<file path="config.mk">
export PLATFORM = sky130hd
export DESIGN_NAME = mem_arbiter
export DESIGN_NICKNAME = d
export VERILOG_FILES = /design/src/rtl/mem_arb_pkg.sv /design/src/rtl/mem_arbiter_rr.sv /design/src/rtl/mem_arbiter.sv
export SDC_FILE = /design/constraint.sdc
export NUM_CORES = 1
export LEC_CHECK = 0
export BUFFER_PORTS_ARGS = -buffer_cell sky130_fd_sc_hd__buf_4
export CAP_MARGIN = 20
export CORE_MARGIN = 2
export CORE_UTILIZATION = 48
export CTS_CLUSTER_SIZE = 30
export DETAILED_ROUTE_END_ITERATION = 8
export GPL_ROUTABILITY_DRIVEN = 0
export PLACE_DENSITY = 0.83
export SETUP_SLACK_MARGIN = 0.5
export SLEW_MARGIN = 10
export SYNTH_ARGS = -nofsm -noshare
export SYNTH_HDL_FRONTEND = slang
export SYNTH_SLANG_ARGS = --single-unit
</file>
<file path="constraint.sdc">
create_clock -name clk -period 2.3 [get_ports clk]
set_input_delay 0.115 -clock clk [delete_from_list [all_inputs] [get_ports clk]]
set_output_delay 0.115 -clock clk [all_outputs]
set_load 0.03 [all_outputs]
</file>
<file path="src/rtl/mem_arb_pkg.sv">
// Shared widths, FSM state type and default abort timeout for mem_arbiter.
package mem_arb_pkg;
  localparam int ADDR_W      = 5;
  localparam int DATA_W      = 8;
  localparam int TIMEOUT_DEF = 16;

  typedef enum logic [1:0] {
    IDLE  = 2'd0,
    ISSUE = 2'd1,
    RESP  = 2'd2
  } arb_state_t;
endpackage

</file>
<file path="src/rtl/mem_arbiter_rr.sv">
// Combinational round-robin pick: search starts one past the last-granted
// requester and wraps, so every requester is reached within NUM_REQ grants.
module rr_arbiter #(
  parameter int NUM_REQ = 2,
  parameter int PTR_W   = $clog2(NUM_REQ)
) (
  input  logic [NUM_REQ-1:0] req_i,
  input  logic [PTR_W-1:0]   last_i,
  input  logic               en_i,
  output logic [NUM_REQ-1:0] gnt_o,
  output logic [PTR_W-1:0]   idx_o
);

  // first requesting index after last_i, modulo NUM_REQ
  always_comb begin : search
    logic             found;
    logic [PTR_W-1:0] cand;
    gnt_o = '0;
    idx_o = '0;
    found = 1'b0;
    cand  = '0;
    for (int k = 1; k <= NUM_REQ; k++) begin
      cand = PTR_W'((int'(last_i) + k) % NUM_REQ);
      if (en_i && !found && req_i[cand]) begin
        found       = 1'b1;
        gnt_o[cand] = 1'b1;
        idx_o       = cand;
      end else begin
        found = found;
      end
    end
  end

endmodule

</file>
<file path="src/rtl/mem_arbiter.sv">
// Round-robin front end for the 32x8 request/ack memory: one transaction at a
// time, strobes held until ack. Optional ISSUE abort: MEM_ARBITER_TIMEOUT_EN.
module mem_arbiter
  import mem_arb_pkg::*;
#(
  parameter int NUM_REQ = 2,
  parameter int TIMEOUT = TIMEOUT_DEF
) (
  input  logic                           clk,
  input  logic                           rst_n,
  input  logic [NUM_REQ-1:0]             req_valid_i,
  input  logic [NUM_REQ-1:0]             req_write_i,
  input  logic [NUM_REQ-1:0][ADDR_W-1:0] req_addr_i,
  input  logic [NUM_REQ-1:0][DATA_W-1:0] req_wdata_i,
  output logic [NUM_REQ-1:0]             req_ready_o,
  output logic [NUM_REQ-1:0]             rsp_valid_o,
  output logic [DATA_W-1:0]              rsp_rdata_o,
  output logic                           rsp_err_o,
  output logic                           mem_read_o,
  output logic                           mem_write_o,
  output logic [ADDR_W-1:0]              mem_addr_o,
  output logic [DATA_W-1:0]              mem_wdata_o,
  input  logic [DATA_W-1:0]              mem_rdata_i,
  input  logic                           mem_ack_i
);

  localparam int PTR_W = $clog2(NUM_REQ);

  arb_state_t         state_q;
  logic [PTR_W-1:0]   ptr_q;
  logic [ADDR_W-1:0]  addr_q;
  logic [DATA_W-1:0]  wdata_q;
  logic               mem_read_q;
  logic               mem_write_q;
  logic [NUM_REQ-1:0] rsp_valid_q;
  logic [DATA_W-1:0]  rsp_rdata_q;
  logic [NUM_REQ-1:0] grant_s;
  logic [PTR_W-1:0]   gidx_s;
  logic               arb_en_s;
`ifdef MEM_ARBITER_TIMEOUT_EN
  logic [4:0]         cnt_q;
  logic               rsp_err_q;
`else
  logic               unused_timeout_s;
  assign unused_timeout_s = (TIMEOUT != 0);
`endif

  // grants are only offered from IDLE and never while reset is applied
  assign arb_en_s = (state_q == IDLE) & rst_n;

  rr_arbiter #(.NUM_REQ(NUM_REQ), .PTR_W(PTR_W)) u_rr (
    .req_i  (req_valid_i),
    .last_i (ptr_q),
    .en_i   (arb_en_s),
    .gnt_o  (grant_s),
    .idx_o  (gidx_s)
  );

  // transaction FSM; ptr_q doubles as the index of the requester being served
  always_ff @(posedge clk or negedge rst_n) begin
    if (!rst_n) begin
      state_q     <= IDLE;
      ptr_q       <= PTR_W'(NUM_REQ - 1);
      addr_q      <= '0;
      wdata_q     <= '0;
      mem_read_q  <= 1'b0;
      mem_write_q <= 1'b0;
      rsp_valid_q <= '0;
      rsp_rdata_q <= '0;
`ifdef MEM_ARBITER_TIMEOUT_EN
      cnt_q       <= 5'd0;
      rsp_err_q   <= 1'b0;
`endif
    end else begin
      case (state_q)
        IDLE: begin
          rsp_valid_q <= '0;
          rsp_rdata_q <= '0;
`ifdef MEM_ARBITER_TIMEOUT_EN
          rsp_err_q   <= 1'b0;
          cnt_q       <= 5'd0;
`endif
          if (|grant_s) begin
            ptr_q       <= gidx_s;
            addr_q      <= req_addr_i[gidx_s];
            wdata_q     <= req_wdata_i[gidx_s];
            mem_write_q <= req_write_i[gidx_s];
            mem_read_q  <= ~req_write_i[gidx_s];
            state_q     <= ISSUE;
          end
        end
        ISSUE: begin
          if (mem_ack_i) begin
            rsp_rdata_q <= mem_read_q ? mem_rdata_i : '0;
            rsp_valid_q <= NUM_REQ'(1'b1) << ptr_q;
            mem_read_q  <= 1'b0;
            mem_write_q <= 1'b0;
            state_q     <= RESP;
`ifdef MEM_ARBITER_TIMEOUT_EN
            rsp_err_q   <= 1'b0;
          end else if (cnt_q == 5'(TIMEOUT - 1)) begin
            rsp_rdata_q <= '0;
            rsp_valid_q <= NUM_REQ'(1'b1) << ptr_q;
            rsp_err_q   <= 1'b1;
            mem_read_q  <= 1'b0;
            mem_write_q <= 1'b0;
            state_q     <= RESP;
          end else begin
            cnt_q       <= cnt_q + 5'd1;
`endif
          end
        end
        RESP: begin
          rsp_valid_q <= '0;
          rsp_rdata_q <= '0;
`ifdef MEM_ARBITER_TIMEOUT_EN
          rsp_err_q   <= 1'b0;
`endif
          state_q     <= IDLE;
        end
        default: state_q <= IDLE;
      endcase
    end
  end

  assign req_ready_o = grant_s;
  assign rsp_valid_o = rsp_valid_q;
  assign rsp_rdata_o = rsp_rdata_q;
  assign mem_read_o  = mem_read_q;
  assign mem_write_o = mem_write_q;
  assign mem_addr_o  = addr_q;
  assign mem_wdata_o = wdata_q;
`ifdef MEM_ARBITER_TIMEOUT_EN
  assign rsp_err_o   = rsp_err_q;
`else
  assign rsp_err_o   = 1'b0;
`endif

endmodule

</file>
# Word-level counts from Yosys, hierarchy flattened
# Index checks and enable logic that the tools add are counted.
op_classes:
  n_shift: 1
  eq_ne: 4
  div: 0
  multipliers: 0
  muxes: 32
  order_cmp: 5
  reduce_logical: 15
  bitwise: 3
  n_addsub: 2
ops:
  columns: ["cell", "n"]
  rows:
  - ["2-to-1 mux 8 bit", 4]
  - ["one-hot mux 8 bit (2 select lines)", 1]
  - ["2-to-1 mux 1 bit", 14]
  - ["2-to-1 mux 2 bit", 5]
  - ["2-to-1 mux 5 bit", 2]
  - ["one-hot mux 2 bit (2 select lines)", 2]
  - ["< comparator 1 x 2 -> 1 bit, second input constant", 3]
  - ["AND reduction 2 bit", 3]
  - ["logical AND 1 bit", 5]
  - ["one-hot mux 1 bit (2 select lines)", 2]
  - ["nonzero test 2 bit", 2]
  - ["OR reduction 2 bit", 2]
  - ["AND reduction 3 bit", 1]
  - ["adder 1 bit, second input constant", 2]
  - ["demux 1 bit (select 1 bit)", 2]
  - ["equality test 2 x 1 -> 1 bit, second input constant", 1]
  - ["equality test 2 bit, second input constant", 1]
  - [">= comparator 1 bit, second input constant", 2]
  - ["zero test 2 bit", 1]
  - ["!= test 2 x 1 -> 1 bit, second input constant", 1]
  - ["!= test 2 bit, second input constant", 1]
  - ["bitwise OR 2 bit", 1]
  - ["left shift 1 x 1 -> 2 bit, first input constant", 1]
  - ["bitwise AND 1 bit", 1]
  - ["other kinds (2)", 2]
totals:
  reg_bits: 28
  latch_bits: 0
  word_cells: 70
  mem_bits_ro: 0
  memories: 0
  ram_bits: 0

# Depth between registers and ports, before layout
# Gate-level depths: netlist of run 1.
depth:
  word_depth: 14
  mapped_depth: 4
  depth_no_buf: 3

# By module
# A second synthesis of run 1 with hierarchy kept.
unflattened:
  cells_unflattened: 114
  hier_area_um2: 1401.3
modules_own_cells:
  columns: ["mod", "seq_area_each_um2", "cells_each", "n_inst", "area_each_um2"]
  rows:
  - ["mem_arbiter", 701.9, 108, 1, 1375.1]
  - ["rr_arbiter", 0.0, 6, 1, 26.3]

# Worst setup path after synthesis of run 1
# OpenSTA, ideal clock, no wires.
synth_timing:
  path_type: "register -> register"
  start: "register ptr_q"
  end: "register wdata_q[5] (netlist: mem_wdata_o[5])"
  t_arrival_ns: 1.342
  period_less_slack_ns: 1.467
  stages_incl_launch_ff: 5
  required_time_ns: 2.175
  path_slack_ns: 0.833
  cell_sequence: "dfstp_2 > a21boi_4 > buf_6 > mux2_4 > mux2_2"
synth_via:
  elab_chain_cells: 11
synth_rtl:
  columns: ["item", "line_no", "rtl"]
  rows:
  - ["from (decl)", "mem_arbiter.sv:30", "logic [PTR_W-1:0] ptr_q;"]
  - ["from (signal assigned)", "mem_arbiter.sv:63", "ptr_q <= PTR_W'(NUM_REQ - 1);"]
  - ["from (signal assigned)", "mem_arbiter.sv:84", "ptr_q <= gidx_s;"]
  - ["branches (longest 11 deep; another with < comparator 1 x 2 -> 1 bit)", null, null]
  - ["to (signal assigned)", "mem_arbiter.sv:86", "wdata_q <= req_wdata_i[gidx_s];"]
  - ["to (decl)", "mem_arbiter.sv:32", "logic [DATA_W-1:0] wdata_q;"]
# Several ways; the timed one is not identified. The select of a mux whose other input is x is not followed.
# A chain may end at the register's enable or synchronous reset.

# Worst setup path in the final report of run 1
layout_timing:
  start: "register state_q[0]"
  end: "output port req_ready_o[0]"
layout_via:
  elab_chain_cells: 8
layout_rtl:
  columns: ["item", "line_no", "rtl"]
  rows:
  - ["from (decl)", "mem_arbiter.sv:29", "arb_state_t state_q;"]
  - ["from (signal assigned)", "mem_arbiter.sv:62", "state_q <= IDLE;"]
  - ["from (signal assigned)", "mem_arbiter.sv:89", "state_q <= ISSUE;"]
  - ["from (signal assigned)", "mem_arbiter.sv:98", "state_q <= RESP;"]
  - ["zero test 2 bit *", "mem_arbiter.sv:49", "assign arb_en_s = (state_q == IDLE) & rst_n;"]
  - ["bitwise AND 1 bit *", "mem_arbiter.sv:49", null]
  - ["logical AND 1 bit", "mem_arbiter_rr.sv:24", "if (en_i && !found && req_i[cand]) begin"]
  - ["2-to-1 mux 1 bit", "mem_arbiter_rr.sv:24", null]
  - ["zero test 1 bit", "mem_arbiter_rr.sv:24", null]
  - ["logical AND 1 bit (2 in series)", "mem_arbiter_rr.sv:24", null]
  - ["2-to-1 mux 2 bit *", "mem_arbiter_rr.sv:24", null]
  - ["to (decl)", "mem_arbiter.sv:15", "output logic [NUM_REQ-1:0] req_ready_o,"]
# Every way passes the cells marked *; elsewhere a longest branch is shown, timed or not.

==> key figures, run 1 <==
Run status
  – Status: finished clean

Pwr
  – Max VDD drop: 0.650 mV
  – Pwr/cell area: 949 nW/um2
  – Pwr Total: between 0.0015 and 0.002 W
  – Pleak: 0.981 nW

Yosys
  – Sequential area share after synthesis: 0.503
  – Combinational family with the most area after synthesis: multiplexers
  – Share of Yosys cell area claimed by the top area cell type: 0.484
  – Largest area contributor in the netlist: dfrtp_1
  – Largest cells by area after synthesis: dfrtp_1 (48%), mux2_2 (15%), mux2_4 (9.7%), a21boi_0 (4.8%), nand2_1 (3.2%)
  – Ys Warns: 0
  – Synth Area in Simple Gates: 0.110
  – Most used DFF post-synth: dfrtp_1
  – Seq cells post-synth: 28
  – Synth Area in XOR/XNOR: 0
  – Synth Cell Area: approximately 1400 um2
  – Post-Syn Area per Cell: approximately 12 um2
  – Complex-gate fraction of the synthesized area: 0.0888
  – Top-count cell post-synth: dfrtp_1
  – FFs w/ async S/R, synth: 1.00
  – Multiplexer share of the synthesized area: 0.257
  – Adder-Cell Fraction of Synth Area: 0
  – Synthesized instance count: about 110
  – Synth top cells by count: dfrtp_1 (27), mux2_2 (19), nand2_1 (12)
  – Syn Nets: ~150
  – Synth cell types: 27
  – EDFF count, synth: 0

Route
  – WL/cell: around 14 um
  – Post-route ant nets: 0
  – Router iterations before antenna repair: 4
  – DR iter-0 viols: 36
  – Via density: around 5.1
  – DR DRC count: 0
  – Final WL: about 2900 um
  – Vias: between 1k and 1.5k

Cells and area
  – P&R area growth vs syn: 43.3%
  – Flip-flop and latch area: 703 um2
  – Diode count: 0
  – Share of cells above drive strength 1: 0.591
  – Fill count: around 200
  – Cell area after layout: about 2000 um2
  – Area taken by multi-input logic gates: ~640 um2
  – # nets final: about 220

Clock tree
  – Worst-skew pair later-pin latency: around 0.32 ns
  – H-tree levels: 1
  – CTS Root Cell: clkbuf_4
  – Clk slew on worst S/H paths: ~0.15 ns
  – Sink Count: 28
  – CTS Buf Count: 3
  – Max Buffers Root-to-Sink: 2
  – CTS tree: built

Global route
  – GR Util All Layers: 0.177
  – Grt total ovfl: 0
  – Antenna violations before repair: 0
  – Global-route wire length before repair: between 4000 and 5000 um
  – Vias in the first global route: ~1.1k
  – Largest net degree at the start of global routing: 29

Setup path
  – CP max stage cell: dfrtp_2
  – Worst r2r src: state_q[0]$_DFFE_PN0P_
  – Reg-to-reg endpoint: mem_wdata_o[1]$_DFFE_PN0P_
  – Worst path cell trace: nor3b_4 -> nand2_1 -> a21oi_1 -> buf_4
  – CP required: around 2.2 ns
  – CP max stage delay: 0.52 ns
  – Critical path buffer and inverter count: 1
  – CP arrival: roughly 1.5 ns
  – R2R Setup Slk: ~0.73 ns
  – CP max FO: 13
  – Worst r2r path cells: 3
  – Worst setup EP type: primary output
  – Kind of critical path: reg -> out
  – Family with the most delay on the worst path: flip-flops
  – Startpoint Class: register

Placed design
  – Detailed Place HPWL: about 2200 um
  – Port-buffer cells: 67
  – Post-DP Area: 1890 um2
  – DP Worst Slack: 0.585 ns

STA
  – WHS: between 0.05 and 0.06 ns
  – Final Hold Vio Count: 0
  – Minimum clock period: between 1.5 and 2 ns
  – Max Slew Vio Count: 0
  – Final setup TNS: 0 ns
  – Max-slew headroom: 0.462
  – Unrepaired setup endpoints after global routing: no
  – Final period util: 0.709
  – Clock Skew: 0.00289 ns
  – Worst-margin pin slew: 0.806 ns
  – Final setup viols: 0
  – Worst setup margin: ~0.67 ns
  – Max Fclk: around 610 MHz

Die
  – I/O Pins: 69
  – Die Area: roughly 3400 um2
  – Die width: ~58 um
  – CORE AREA: 2760 um2
  – Die H: roughly 58 um
  – Initial core utilization: 0.506
  – Placement row count: 19

Run
  – Max-cap viol count: 0

Min path
  – HP Start: mem_rdata_i[4]
  – Worst Hold Class: in -> reg
  – Hold Path Depth: 3
  – Hold Path Sink: rsp_rdata_o[4]$_DFFE_PN0P_
-- report_power, final --
group | total [W] | internal, W | switching, W
Sequential | 0.000764 | 0.000644 | 0.000120
Clock | 0.000237 | 0.0000968 | 0.000140
Combinational | 0.000897 | 0.000420 | 0.000477
Total | 0.00190 | 0.00116 | 0.000737
-- state kept, by name, summed over array words and instances, names as in the netlist --
signal,count
rsp_valid_o,2
rsp_rdata_o,8
state_q,2
mem_read_o,1
ptr_q,1
mem_addr_o,5
mem_wdata_o,8
mem_write_o,1
-- worst max-delay path by stage --
stage	start	cells past startpoint	end
floorplan	ptr_q$_DFFE_PN1P_	4	mem_wdata_o[5]$_DFFE_PN0P_
global placement	ptr_q$_DFFE_PN1P_	3	mem_write_o$_DFFE_PN0P_
detailed placement	ptr_q$_DFFE_PN1P_	3	mem_wdata_o[1]$_DFFE_PN0P_
CTS	ptr_q$_DFFE_PN1P_	3	req_ready_o[1]
global route	state_q[0]$_DFFE_PN0P_	4	req_ready_o[0]
finish	state_q[0]$_DFFE_PN0P_	4	req_ready_o[0]
-- cell families (layout without fill, tap and decap cells) --
| group | count (synthesis) | in the layout |
|---|---|---|
| AOI/OAI and AO/OA | 16 | 16 |
| buffers and inverters | 9 | 78 |
| DFF | 28 | 28 |
| muxes | 29 | 29 |
| other | 1 | 1 |
| and+or+nand+nor | 29 | 29 |
-- worst reg2reg max path, delay by kind of cell (launching register included) --
kind / cells / cell delay [ns]
DFF: 1 / 0.52
and+or+nand+nor: 1 / 0.30
AOI/OAI and AO/OA: 1 / 0.29
muxes: 1 / 0.36
-- per-layer routing --
metal,wire [um],global-route usage,share of wire,vias up
li1,-,-,-,522
met1,1190,0.232,0.41,508
met2,1380,0.299,0.48,52
met3,301,0.0491,0.10,2
met4,10,0.0299,0.0035,0
met5,0,0,0,-
-- area by class of cell --
class | count | area share
flip-flops and latches | 28 | 0.352
inverters | 2 | 0.00375
repair buffers | 72 | 0.287
multi-input cells | 75 | 0.320
clock buffers | 4 | 0.0181
well taps | 31 | 0.0194
-- cell usage in the layout (no fill, tap or decap) --
master,n
a21boi_4,1
and2_1,2
a31oi_1,1
dfrtp_1,26
mux2_4,9
buf_12,2
dfrtp_2,1
o21a_1,1
and2_2,1
dlygate4sd3_1,3
buf_4,67
nor3b_4,1
clkbuf_8,1
conb_1,1
clkbuf_4,3
o21ai_0,1
a21boi_0,9
nand3b_1,1
dfstp_2,1
nor2b_1,1
nand3_1,8
mux2i_1,1
inv_1,2
o21ai_2,1
mux2_2,19
nand2b_1,2
a21oi_1,2
nor2_1,1
nand2_1,12
-- timing repair --
action / CTS / global route
cloned: 0 / 0
gates resized for setup: 0 / 1
hold buffers: 4 / 0
hold endpoints to repair: 30 / 0
buffers inserted: 0 / 1
pin swaps: 1 / 1
setup endpoints to repair: 1 / 2
-- per-stage QoR --
step	util	cells
after CTS	0.717	211
after global placement	0.686	203
after detailed placement	0.686	203
after global routing	0.725	212
after floorplan	-	112
final	0.725	212
No activity file was read; power rests on OpenSTA's default activity.
==> run 2, diff against run 1 <==
--- a/config.mk
+++ b/config.mk
@@ -8,11 +8,11 @@
 export BUFFER_PORTS_ARGS = -buffer_cell sky130_fd_sc_hd__buf_4
 export CAP_MARGIN = 20
 export CORE_MARGIN = 2
-export CORE_UTILIZATION = 48
+export CORE_UTILIZATION = 41
 export CTS_CLUSTER_SIZE = 30
 export DETAILED_ROUTE_END_ITERATION = 8
 export GPL_ROUTABILITY_DRIVEN = 0
-export PLACE_DENSITY = 0.83
+export PLACE_DENSITY = 0.76
 export SETUP_SLACK_MARGIN = 0.5
 export SLEW_MARGIN = 10
 export SYNTH_ARGS = -nofsm -noshare
==> constraint.sdc (replaced) <==
create_clock -name clk -period 1.3 [get_ports clk]
set_input_delay 0.065 -clock clk [delete_from_list [all_inputs] [get_ports clk]]
set_output_delay 0.065 -clock clk [all_outputs]
set_load 0.03 [all_outputs]
==> key figures, run 2 (same netlist as run 1, synthesis figures left out) <==
Setup path
  – Critical path buffer and inverter count: 2 (+1)
  – R2R Setup Slk: -0.16 ns (-0.89 ns)
  – Family with the most delay on the worst path: flip-flops
  – CP max stage cell: dfrtp_1
  – Worst r2r src: ptr_q$_DFFE_PN1P_
  – Reg-to-reg endpoint: mem_addr_o[0]$_DFFE_PN0P_
  – CP max stage delay: 0.45 ns (-0.07 ns)
  – CP most frequent cell: buf_6
  – Kind of critical path: reg -> out
  – CP max FO: 3 (-10)
  – CP arrival: 1.42 ns (-0.10 ns)
  – Worst setup EP type: primary output
  – Startpoint Class: register
  – Worst path cell trace: nor3b_4 -> buf_6 -> nand2_4 -> a21oi_4 -> buf_6
  – Worst r2r path cells: 4 (+1)
  – CP required: 1.24 ns (-0.94 ns)

Die
  – Die width: 62.3 um (+7.6%)
  – Initial core utilization: 0.421 (-0.0845)
  – Placement row count: 21 (+2)
  – Die H: 62.3 um (+7.6%)
  – Die Area: 3890 um2 (+16%)
  – CORE AREA: 3310 um2 (+20%)
  – I/O Pins: 69 (unchanged)

Clock tree
  – CTS tree: built
  – CTS Buf Count: 3 (unchanged)
  – CTS Root Cell: clkbuf_4
  – Max Buffers Root-to-Sink: 2 (unchanged)
  – Clk slew on worst S/H paths: 0.15 ns (about the same)
  – Sink Count: 28 (unchanged)
  – Worst-skew pair later-pin latency: 0.32 ns (about the same)
  – H-tree levels: 1 (unchanged)

Route
  – Router iterations before antenna repair: 4 (unchanged)
  – Vias: 1,251 (+15%)
  – DR DRC count: 0 (unchanged)
  – Final WL: 3770 um (+31%)
  – Post-route ant nets: 0 (unchanged)
  – Via density: 4.83 (-5.5%)
  – WL/cell: 14.6 um (+7.2%)
  – DR iter-0 viols: 23 (-36%)

Placed design
  – Detailed Place HPWL: 2440 um (+10%)
  – Port-buffer cells: 67 (unchanged)
  – DP Worst Slack: -0.158 ns (-0.744 ns)
  – Dpl cells: 229 (+13%)

STA
  – Worst setup margin: -0.183 ns (-0.852 ns)
  – Max-slew headroom: 0.646 (+0.183)
  – Max Fclk: roughly 670 MHz
  – Clock Skew: 0.00764 ns (+0.00475 ns)
  – Final Hold Vio Count: 0 (unchanged)
  – Final setup viols: 17 (+17)
  – Minimum clock period: approximately 1.5 ns
  – Max Slew Vio Count: 0 (unchanged)
  – Unrepaired setup endpoints after global routing: yes
  – Final setup TNS: -2.49 ns (-2.49 ns)
  – Final period util: 1.14
  – Worst-margin pin slew: 0.529 ns (-0.277 ns)

Run status
  – Failing checks: negative setup slack
  – Status: finished, violations left

Cells and area
  – Flip-flop and latch area: 703 um2 (unchanged)
  – Area taken by multi-input logic gates: 778 um2 (+21%)
  – Post-Layout Cell Count: 259 (+22%)
  – Leading cell type in the layout, fill and taps excluded: buf_4
  – P&R area growth vs syn: 82.5%
  – # nets final: 255 (+14%)
  – Share of cells above drive strength 1: 0.723 (+0.132)
  – Diode count: 0 (unchanged)
  – Fill count: 211 (+6.0%)
  – Most frequent cells in the layout: buf_4 (54), buf_6 (38), dfrtp_1 (26), mux2_4 (15), mux2_2 (13)

Run
  – Max-cap viol count: 0 (unchanged)

Min path
  – Hold Path Sink: ptr_q$_DFFE_PN1P_
  – HP Start: req_valid_i[1]
  – Hold Path Depth: 3 (unchanged)
  – Worst Hold Class: in -> reg

Global route
  – Largest net degree at the start of global routing: 29 (unchanged)
  – Grt total ovfl: 0 (unchanged)
  – Antenna violations before repair: 0 (unchanged)
  – Vias in the first global route: 1,349 (+28%)
  – GR Util All Layers: 0.206 (+0.0286)
  – Global-route wire length before repair: 6360 um (+36%)

Pwr
  – Pwr/cell area: 1560 nW/um2 (+64%)
  – Pwr Total: 0.00397 W (+110%)
  – Max VDD drop: 1.19 mV (+83%)
  – Pleak: 1.22 nW (+24%)
run 2: changes by cell type in the layout (fill, tap and decap cells not counted), sizes merged:
cell and change:
buf +24, dlygate4sd3 +8
run 2: where the power goes:
part	switching, W	internal (W)	leakage (nW)
Combinational	0.00104	0.00117	0.850
Clock	0.000248	0.000171	0.0210
Sequential	0.000211	0.00114	0.350
Total	0.00150	0.00248	1.22
run 2: worst min-delay path, stage by stage:
cell     delay (ns)
buf_4          0.14
a21oi_2        0.11
a31oi_1        0.05
run 2: cell type report:
| class | instances | area share |
|---|---|---|
| inverters | 2 | 0.00295 |
| clock buffers | 4 | 0.0143 |
| multi-input cells | 75 | 0.306 |
| repair buffers | 104 | 0.378 |
| flip-flops and latches | 28 | 0.276 |
| well taps | 46 | 0.0226 |
run 2: worst max path at each step:
stage | start | end | cells past startpoint
6_report | state_q[1]$_DFFE_PN0P_ | req_ready_o[0] | 5
2_1_floorplan | ptr_q$_DFFE_PN1P_ | mem_wdata_o[5]$_DFFE_PN0P_ | 4
3_5_place_dp | ptr_q$_DFFE_PN1P_ | mem_wdata_o[1]$_DFFE_PN0P_ | 4
3_3_place_gp | ptr_q$_DFFE_PN1P_ | mem_addr_o[2]$_DFFE_PN0P_ | 4
5_1_grt | state_q[1]$_DFFE_PN0P_ | req_ready_o[0] | 5
4_1_cts | ptr_q$_DFFE_PN1P_ | req_ready_o[1] | 4
run 2: what timing repair did:
item,CTS,global route
hold buffers,11,0
pin swaps,12,3
cloned,1,0
buffers inserted,9,5
gates resized for setup,61,8
hold endpoints to repair,37,0
endpoints found under the setup margin,55,55
run 2: per-stage QoR:
step / cell area [um2] / hold slack [ns] / utilization
after global routing: 2550 / 0.0377 / 0.769
after CTS: 2480 / 0.0205 / 0.749
after floorplan: 1440 / -0.231 / -
after detailed placement: 2030 / 0.112 / 0.614
after global placement: 2030 / 0.102 / 0.614
final: 2550 / 0.0434 / 0.769
run 2: per-layer routing:
layer | track usage | wire length, um | part of all wire
met1 | 0.242 | 1550 | 0.41
met2 | 0.376 | 1920 | 0.51
met3 | 0.0507 | 263 | 0.070
met4 | 0.0500 | 34 | 0.0090
met5 | 0 | 0 | 0
==> run 3, diff against run 2 <==
==> constraint.sdc (replaced) <==
create_clock -name clk -period 1.3 [get_ports clk]
set_input_delay 0.065 -clock clk [delete_from_list [all_inputs] [get_ports clk]]
set_output_delay 0.065 -clock clk [all_outputs]
set_load 0.01 [all_outputs]
==> key figures, run 3 (same netlist as run 1, synthesis figures left out) <==
Run status
  – Status: finished, violations left
  – Failing checks: negative setup slack

Setup path
  – Kind of critical path: reg -> reg
  – Worst r2r path cells: 4 (unchanged)
  – Startpoint Class: register
  – CP required: 1.55 ns (+0.31 ns)
  – CP arrival: 1.74 ns (+0.32 ns)
  – Worst setup EP type: register
  – CP max FO: 7 (+4)

STA
  – Max Fclk: 671 MHz (-0.50%)
  – Unrepaired setup endpoints after global routing: yes
  – Final period util: 1.15 (+0.00573)
  – Final Hold Vio Count: 0 (unchanged)
  – Max Slew Vio Count: 0 (unchanged)
  – Worst-margin pin slew: 0.520 ns (-0.00931 ns)
  – Final setup TNS: -2.73 ns (-0.233 ns)
  – Minimum clock period: 1.49 ns (+0.00745 ns)
  – Max-slew headroom: 0.652 (+0.00623)
  – Final setup viols: 17 (unchanged)
  – Worst setup margin: -0.191 ns (-0.00745 ns)
  – Clock Skew: 0.00183 ns (-0.00580 ns)

Die
  – Die Area: 3890 um2 (unchanged)
  – Die width: 62.3 um (unchanged)
  – Initial core utilization: 0.421 (unchanged)
  – I/O Pins: 69 (unchanged)
  – Die H: 62.3 um (unchanged)
  – Placement row count: 21 (unchanged)
  – CORE AREA: 3310 um2 (unchanged)

Global route
  – Met2 Usage GRT: 0.353 (-0.0231)
  – Met3 Use GR: 0.0471 (-0.00362)
  – Largest net degree at the start of global routing: 29 (unchanged)
  – Grt total ovfl: 0 (unchanged)
  – Global-route wire length before repair: 6070 um (-4.7%)
  – GR Util All Layers: 0.195 (-0.0105)
  – Vias in the first global route: 1,282 (-5.0%)
  – M1 GR Usage: 0.234 (-0.00803)
  – Most used routing layer: met2
  – Antenna violations before repair: 0 (unchanged)

Route
  – Final WL: 3620 um (-4.0%)
  – WL/cell: 14.0 um (-3.7%)
  – Router iterations before antenna repair: 4 (unchanged)
  – Vias: 1,218 (-2.6%)
  – Via density: 4.72 (-2.3%)
  – Post-route ant nets: 0 (unchanged)
  – DR DRC count: 0 (unchanged)
  – DR iter-0 viols: 23 (unchanged)

Clock tree
  – Worst-skew pair later-pin latency: 0.34 ns (+0.02 ns)
  – Sink Count: 28 (unchanged)
  – H-tree levels: 1 (unchanged)
  – CTS Buf Count: 3 (unchanged)
  – Max Buffers Root-to-Sink: 2 (unchanged)
  – Clk slew on worst S/H paths: 0.15 ns (about the same)
  – CTS tree: built
  – CTS Root Cell: clkbuf_4

Min path
  – Worst Hold Class: in -> reg
  – Hold Path Depth: 3 (unchanged)

Pwr
  – Pwr/cell area: 1420 nW/um2 (-9.3%)
  – Pleak: 1.21 nW (-1.2%)
  – Max VDD drop: 0.924 mV (-22%)
  – Pwr Total: 0.00357 W (-10%)

Placed design
  – Port-buffer cells: 67 (unchanged)
  – DP Worst Slack: -0.147 ns (+0.0109 ns)
  – Detailed Place HPWL: 2350 um (-3.7%)

Run
  – Max-cap viol count: 0 (unchanged)

Cells and area
  – Share of cells above drive strength 1: 0.726 (+0.00341)
  – Most frequent cells in the layout: buf_4 (59), buf_6 (31), dfrtp_1 (26), mux2_4 (14), mux2_2 (14)
  – Diode count: 0 (unchanged)
  – Fin util: 0.763 (-0.00642)
  – P&R area growth vs syn: 81.0%
  – Leading cell type in the layout, fill and taps excluded: buf_4
  – # nets final: 254 (-0.39%)
[run 3: layer usage]
| metal | vias up | wire length (um) | share of wire |
|---|---|---|---|
| li1 | 582 | - | - |
| met1 | 576 | 1420 | 0.39 |
| met5 | - | 0 | 0 |
| met2 | 55 | 1890 | 0.52 |
| met4 | 0 | 44 | 0.012 |
| met3 | 5 | 267 | 0.074 |
[run 3: worst max-delay path, stage by stage, from the launching register on]
cell and delay [ns]:
dfstp_2 0.58, a21boi_4 0.08, clkbuf_16 0.17, mux2_4 0.30, mux2_2 0.26
[run 3: power by group]
part,total [W],internal [W],switching (W)
Clock,0.000439,0.000172,0.000267
Sequential,0.00134,0.00114,0.000200
Combinational,0.00179,0.00114,0.000656
[run 3: worst paths after layout]
| path | endpoint | startpoint | slack [ns] |
|---|---|---|---|
| setup / recovery | mem_write_o$_DFFE_PN0P_ | ptr_q$_DFFE_PN1P_ | -0.19 |
| hold / removal | mem_read_o$_DFFE_PN0P_ | req_write_i[0] | 0.01 |
| setup reg to reg | mem_write_o$_DFFE_PN0P_ | ptr_q$_DFFE_PN1P_ | -0.19 |
| hold reg to reg | mem_wdata_o[7]$_DFFE_PN0P_ | mem_wdata_o[7]$_DFFE_PN0P_ | 0.55 |
| max in group asynchronous | ptr_q$_DFFE_PN1P_ | rst_n | 0.74 |
| min in group asynchronous | state_q[0]$_DFFE_PN0P_ | rst_n | 0.25 |
[run 3: cell type report]
type	count	area, um2
clock buffer	4	36.3
fill	236	786
inverter	2	7.51
multi-input combinational	75	773
sequential	28	703
tap	46	57.6
timing repair buffer	103	947
[run 3: metrics by stage]
stage,area (um2),hold WS (ns),std cells
floorplan,1470,-0.231,112
global placement,2050,0.102,227
detailed placement,2050,0.0997,227
CTS,2430,0.0127,251
global route,2520,0.0138,258
finish,2520,0.0132,258
[run 3: timing repair]
action / CTS / global route
gates resized for setup: 45 / 12
pin swaps: 5 / 4
buffers inserted: 7 / 7
hold buffers: 11 / 0
gates cloned: 2 / 0
endpoints found under the hold margin: 37 / 0
setup endpoints to repair: 55 / 55
